## src/rtl/proc_pkg.sv

```systemverilog
// Shared definitions for the 16-instruction processor: opcodes, sequencer
// state encoding, default widths and instruction field positions.
package proc_pkg;

    localparam int PC_W_DEF    = 4;
    localparam int INSTR_W_DEF = 16;
    localparam int IMM_W_DEF   = 8;

    localparam logic [3:0] OP_NOP  = 4'b0000;
    localparam logic [3:0] OP_LOAD = 4'b0001;
    localparam logic [3:0] OP_ADD  = 4'b0010;
    localparam logic [3:0] OP_SUB  = 4'b0011;
    localparam logic [3:0] OP_JMP  = 4'b1000;
    localparam logic [3:0] OP_SUBI = 4'b1011;
    localparam logic [3:0] OP_BR   = 4'b1100;
    localparam logic [3:0] OP_MOV  = 4'b1110;
    localparam logic [3:0] OP_OUT  = 4'b1111;

    localparam logic [2:0] S_FETCH = 3'd0;
    localparam logic [2:0] S_EXEC  = 3'd1;
    localparam logic [2:0] S_WB    = 3'd2;
    localparam logic [2:0] S_OUT   = 3'd3;
    localparam logic [2:0] S_HALT  = 3'd4;
    localparam logic [2:0] S_STEP  = 3'd5;

    localparam int OP_HI  = 15;
    localparam int OP_LO  = 12;
    localparam int RD_HI  = 11;
    localparam int RD_LO  = 9;
    localparam int RS_HI  = 8;
    localparam int RS_LO  = 6;
    localparam int TGT_HI = 11;
    localparam int TGT_LO = 8;

endpackage

```

## src/rtl/instr_decoder.sv

```systemverilog
// Combinational decode of the latched instruction into register selects,
// immediate and opcode class flags for the sequencer.
module instr_decoder
    import proc_pkg::*;
#(
    parameter int INSTR_W = INSTR_W_DEF,
    parameter int IMM_W   = IMM_W_DEF
) (
    input  logic [INSTR_W-1:0] ir,
    output logic [3:0]         op,
    output logic [2:0]         rd_sel,
    output logic [2:0]         rs_sel,
    output logic [IMM_W-1:0]   imm,
    output logic               use_imm,
    output logic               is_alu,
    output logic               is_flag,
    output logic               is_jmp,
    output logic               is_br,
    output logic               is_out,
    output logic               illegal
);

    assign op     = ir[OP_HI:OP_LO];
    assign rd_sel = ir[RD_HI:RD_LO];
    assign rs_sel = ir[RS_HI:RS_LO];
    assign imm    = ir[IMM_W-1:0];

    always_comb begin
        use_imm = 1'b0;
        is_alu  = 1'b0;
        is_flag = 1'b0;
        is_jmp  = 1'b0;
        is_br   = 1'b0;
        is_out  = 1'b0;
        illegal = 1'b0;
        case (op)
            OP_NOP:  ;
            OP_LOAD: begin is_alu = 1'b1; use_imm = 1'b1; end
            OP_ADD:  begin is_alu = 1'b1; is_flag = 1'b1; end
            OP_SUB:  begin is_alu = 1'b1; is_flag = 1'b1; end
            OP_SUBI: begin is_alu = 1'b1; is_flag = 1'b1; use_imm = 1'b1; end
            OP_MOV:  is_alu = 1'b1;
            OP_JMP:  is_jmp = 1'b1;
            OP_BR:   is_br  = 1'b1;
            OP_OUT:  is_out = 1'b1;
            default: illegal = 1'b1;
        endcase
    end

endmodule

```

## src/rtl/fetch_sequencer.sv

```systemverilog
// Multi-cycle fetch/execute/writeback control unit owning the PC and IR.
// Optional FETCH_SEQ_SINGLE_STEP_EN adds a step input gating each retire.
module fetch_sequencer
    import proc_pkg::*;
#(
    parameter int PC_W    = PC_W_DEF,
    parameter int INSTR_W = INSTR_W_DEF,
    parameter int IMM_W   = IMM_W_DEF
) (
    input  logic               clk,
    input  logic               rst,
`ifdef FETCH_SEQ_SINGLE_STEP_EN
    input  logic               step,
`endif
    input  logic               run,
    output logic [PC_W-1:0]    rom_address,
    input  logic [INSTR_W-1:0] rom_instruction,
    input  logic               zero_flag,
    output logic [3:0]         op,
    output logic [2:0]         rd_sel,
    output logic [2:0]         rs_sel,
    output logic [IMM_W-1:0]   imm,
    output logic               use_imm,
    output logic               alu_en,
    output logic               reg_we,
    output logic               flag_we,
    output logic               out_valid,
    input  logic               out_ready,
    output logic [PC_W-1:0]    pc,
    output logic               retired,
    output logic               halted
);

`ifdef FETCH_SEQ_SINGLE_STEP_EN
    localparam logic [2:0] S_RETIRE = S_STEP;
`else
    localparam logic [2:0] S_RETIRE = S_FETCH;
`endif

    logic [2:0]         state_q, state_d;
    logic [PC_W-1:0]    pc_q, pc_d;
    logic [INSTR_W-1:0] ir_q, ir_d;
    logic               is_alu, is_flag, is_jmp, is_br, is_out, illegal;
    logic [PC_W-1:0]    target;

    instr_decoder #(.INSTR_W(INSTR_W), .IMM_W(IMM_W)) u_dec (
        .ir      (ir_q),
        .op      (op),
        .rd_sel  (rd_sel),
        .rs_sel  (rs_sel),
        .imm     (imm),
        .use_imm (use_imm),
        .is_alu  (is_alu),
        .is_flag (is_flag),
        .is_jmp  (is_jmp),
        .is_br   (is_br),
        .is_out  (is_out),
        .illegal (illegal)
    );

    assign target      = PC_W'(ir_q[TGT_HI:TGT_LO]);
    assign rom_address = pc_q;
    assign pc          = pc_q;
    assign out_valid   = (state_q == S_OUT);
    assign halted      = (state_q == S_HALT);

    always_comb begin
        state_d = state_q;
        pc_d    = pc_q;
        ir_d    = ir_q;
        alu_en  = 1'b0;
        reg_we  = 1'b0;
        flag_we = 1'b0;
        retired = 1'b0;
        case (state_q)
            S_FETCH: begin
                if (run) begin
                    ir_d    = rom_instruction;
                    pc_d    = pc_q + PC_W'(1);
                    state_d = S_EXEC;
                end
            end
            S_EXEC: begin
                if (illegal) begin
                    state_d = S_HALT;
                end else if (is_alu) begin
                    alu_en  = 1'b1;
                    state_d = S_WB;
                end else if (is_out) begin
                    state_d = S_OUT;
                end else begin
                    // NOP, JMP and BR all retire straight from execute
                    retired = 1'b1;
                    state_d = S_RETIRE;
                    if (is_jmp || (is_br && zero_flag))
                        pc_d = target;
                end
            end
            S_WB: begin
                reg_we  = 1'b1;
                flag_we = is_flag;
                retired = 1'b1;
                state_d = S_RETIRE;
            end
            S_OUT: begin
                if (out_ready) begin
                    retired = 1'b1;
                    state_d = S_RETIRE;
                end
            end
            S_HALT: ;
`ifdef FETCH_SEQ_SINGLE_STEP_EN
            S_STEP: begin
                if (step)
                    state_d = S_FETCH;
            end
`endif
            default: state_d = S_FETCH;
        endcase
    end

    always_ff @(posedge clk) begin
        if (rst) begin
            state_q <= S_FETCH;
            pc_q    <= '0;
            ir_q    <= '0;
        end else begin
            state_q <= state_d;
            pc_q    <= pc_d;
            ir_q    <= ir_d;
        end
    end

endmodule

```

## config.mk

```make
export PLATFORM = sky130hd
export DESIGN_NAME = fetch_sequencer
export DESIGN_NICKNAME = d
export VERILOG_FILES = /design/src/rtl/proc_pkg.sv /design/src/rtl/instr_decoder.sv /design/src/rtl/fetch_sequencer.sv
export SDC_FILE = /design/constraint.sdc
export NUM_CORES = 1
export LEC_CHECK = 0
export ABC_AREA = 1
export CAP_MARGIN = 15
export CORE_AREA = 2 2 64 54
export DETAILED_ROUTE_END_ITERATION = 16
export DIE_AREA = 0 0 66 56
export PLACE_DENSITY = 0.78
export SYNTH_ARGS = -nofsm -noshare
export SYNTH_HDL_FRONTEND = slang
export SYNTH_SLANG_ARGS = --single-unit
```

## constraint.sdc

```tcl
create_clock -name clk -period 1.5 [get_ports clk]
set_input_delay 0.225 -clock clk [delete_from_list [all_inputs] [get_ports clk]]
set_output_delay 0.225 -clock clk [all_outputs]
set_load 0.01 [all_outputs]
```

==> results.cfg <==
[status]
outcome = finished clean

[synth]
synth_edf_count = 0
syn_area_mm2 = 0.00122
yosysTopAreaCellShare_pct = 37.9
syn_avg_cell_area_um2 = 6.99
post-synth-top-area-cell = dfxtp_1
synth-main-ff-cell = dfxtp_1
ys_async_sr_fraction_pct = 0
synth_most_common_cell = nor2_1
synth_common_cells = nor2_1 (35), dfxtp_1 (23), nand2_1 (23), inv_1 (21), o21ai_0 (20)
ys_seq_area_share_pct = 37.9
synth_nets = 196
synth-seq-cells = 23
synth_cell_type_count = 24
synth_area_leaders = dfxtp_1 (38%), nor2_1 (11%), o21ai_0 (8.2%), nand2_1 (7.1%), inv_1 (6.5%)
synth_warnings = 0
syn_inst = 174

[floorplan]
io-pin-count = 54
core-area_mm2 = 0.00302
initial_core_util_pct = 40.3
rows = 18
die-area_mm2 = 0.00370
die_h_um = 56
die_w_um = 66

[global_route]
gr-max-usage-layer = met2
first_global_vias = 1152
grt_max_degree = 22
grt.met2_usage_pct = 24.1
use_met3_pct = 5.87
track_usage_pct = 16.0
grt_first_pass_wirelength_um = 4800
grt_util_met1_pct = 21.6
grt_overflow = 0
antenna_found_initial = 0

[route]
initialDrtViolationCount = 43
drt-total-wl_um = 2790
drc_errors = 0
ant_nets = 0
avgRoutedWirePerCell_um = 10.1
drt-vias-per-instance = 4.57
vias = 1267
dr.pass1.iters = 4

[setup_path]
required_ns = 1.27
crit_arrival_ns = 1.24
worst-setup-path-type = flip-flop to primary output
start_kind = flip-flop
end_kind = primary output
cp_max_fo = 4

[cts]
ctsHoldBuffers = 0
cts_tree = yes
cts_root_buf = clkbuf_8
cts_buffers = 3
cts_sinks = 23
cts_buffer_depth = 2
cts_max_level = 1
cts.reportedPaths.clkPinSlew_ns = 0.08
clock_latency_ns = 0.26

[final_layout]
stdcell_count = 277
area_delta_synth_final_pct = 55.8
antenna_cells = 0
nNetsFinal = 260
design_area_mm2 = 0.00189
drive_above_1_share_pct = 20.7

[place]
port_buffers = 53
place_hpwl_um = 2150
placedCellCount = 272
gp_congestion = 0.872
place_area_mm2 = 0.00184

[pwr]
p_per_area_mw_per_mm2 = 887
leakagePower_nw = 0.894
max-vdd-ir-drop_uv = 605

[sta]
fin_skew_ns = 0.00242
worst_slew_margin_rel_pct = 65.4
setup_viol = 0
slew_viol_final = 0
worstMarginPinSlew_ns = 0.519
clock.fmax_mhz = 682
finalCritPeriodShare_pct = 97.7
rsz0062_at_grt = true
period_needed_ns = 1.47
hold_viol = 0

[flow_run]
maxCapViolCount = 0

[min_path]
min_path_type = flip-flop to flip-flop
[stage by stage]
step | power (mW) | hold slack [ns] | worst slack, ns | TNS (ns) | utilization (%)
CTS | 1.70 | 0.484 | 0.00305 | 0 | 63.0
detailed placement | 1.32 | 0.466 | -0.132 | -0.381 | 61.0
global route | 1.80 | 0.509 | -0.0784 | -0.0784 | 62.8
finish | 1.68 | 0.479 | 0.0342 | 0 | 62.8
floorplan | 1.04 | 0.294 | 0.262 | 0 | -
global placement | 1.31 | 0.460 | -0.143 | -0.293 | 61.0
[layout make-up]
| cell class | instances | area, um2 |
|---|---|---|
| Sequential cell | 23 | 473 |
| Timing Repair Buffer | 72 | 668 |
| Inverter | 24 | 95.1 |
| Multi-Input combinational cell | 114 | 562 |
| Clock buffer | 3 | 41.3 |
| Clock inverter | 1 | 5.00 |
| Fill cell | 290 | 1120 |
| Tap cell | 40 | 50.0 |
[power breakdown]
group          internal (mW)  switching [mW]  leakage, nW
clock                  0.185           0.193       0.0255
combinational          0.316           0.252        0.675
sequential             0.676          0.0578        0.193
total                   1.18           0.502        0.894
[repair_timing]
action,4_1_cts,5_1_grt
setup endpoints to repair,12,10
pin swaps,1,1
resized for setup,22,8
setup buffers,1,0
[flip-flops by register name, indices dropped and copies added, names as in the netlist]
name     count
ir_q        16
pc           4
state_q      3
[routing by layer]
metal	routed length (um)	vias up
li1	-	673
met1	1280	552
met2	1240	40
met3	257	2
met4	16	0
met5	0	-
[critical path: stages (launching register included)]
cell             delay, ns
dfxtp_2               0.37
buf_4                 0.12
nand4_1               0.10
nand3_1               0.10
nand2_1               0.05
inv_1                 0.04
clkdlybuf4s15_2       0.21
[cell usage in the layout, fill, tap and decap left out, types with 3 or more instances in the layout]
cell | Yosys | routed
o21ai_0 | 20 | 20
clkbuf_2 | 0 | 3
dlygate4sd2_1 | 0 | 5
nor2_2 | 2 | 4
inv_1 | 21 | 20
nand3_1 | 12 | 12
dfxtp_1 | 23 | 15
a21oi_1 | 8 | 8
buf_4 | 6 | 18
nor2_1 | 35 | 33
dfxtp_2 | 0 | 7
nand2_1 | 23 | 23
clkbuf_8 | 0 | 3
nand4_1 | 4 | 4
clkdlybuf4s50_1 | 0 | 43
[logic make-up after synthesis]
family	after synthesis	share of synthesized area, %
compound gates	31	13.2
fa+ha+maj	1	1.03
buf+inv	37	16.4
flops	23	37.9
simple gates	82	31.6
[worst paths after layout]
| path | start | end | slack, ns | depth (start not counted) |
|---|---|---|---|---|
| setup / recovery | ir_q[14] | alu_en | 0.03 | 6 |
| hold / removal | ir_q[8] | ir_q[8] | 0.48 | 2 |
| setup reg to reg | state_q[0] | pc[2] | 0.16 | 8 |
| hold reg to reg | ir_q[8] | ir_q[8] | 0.48 | 2 |
No activity file was read; power rests on OpenSTA's default activity.
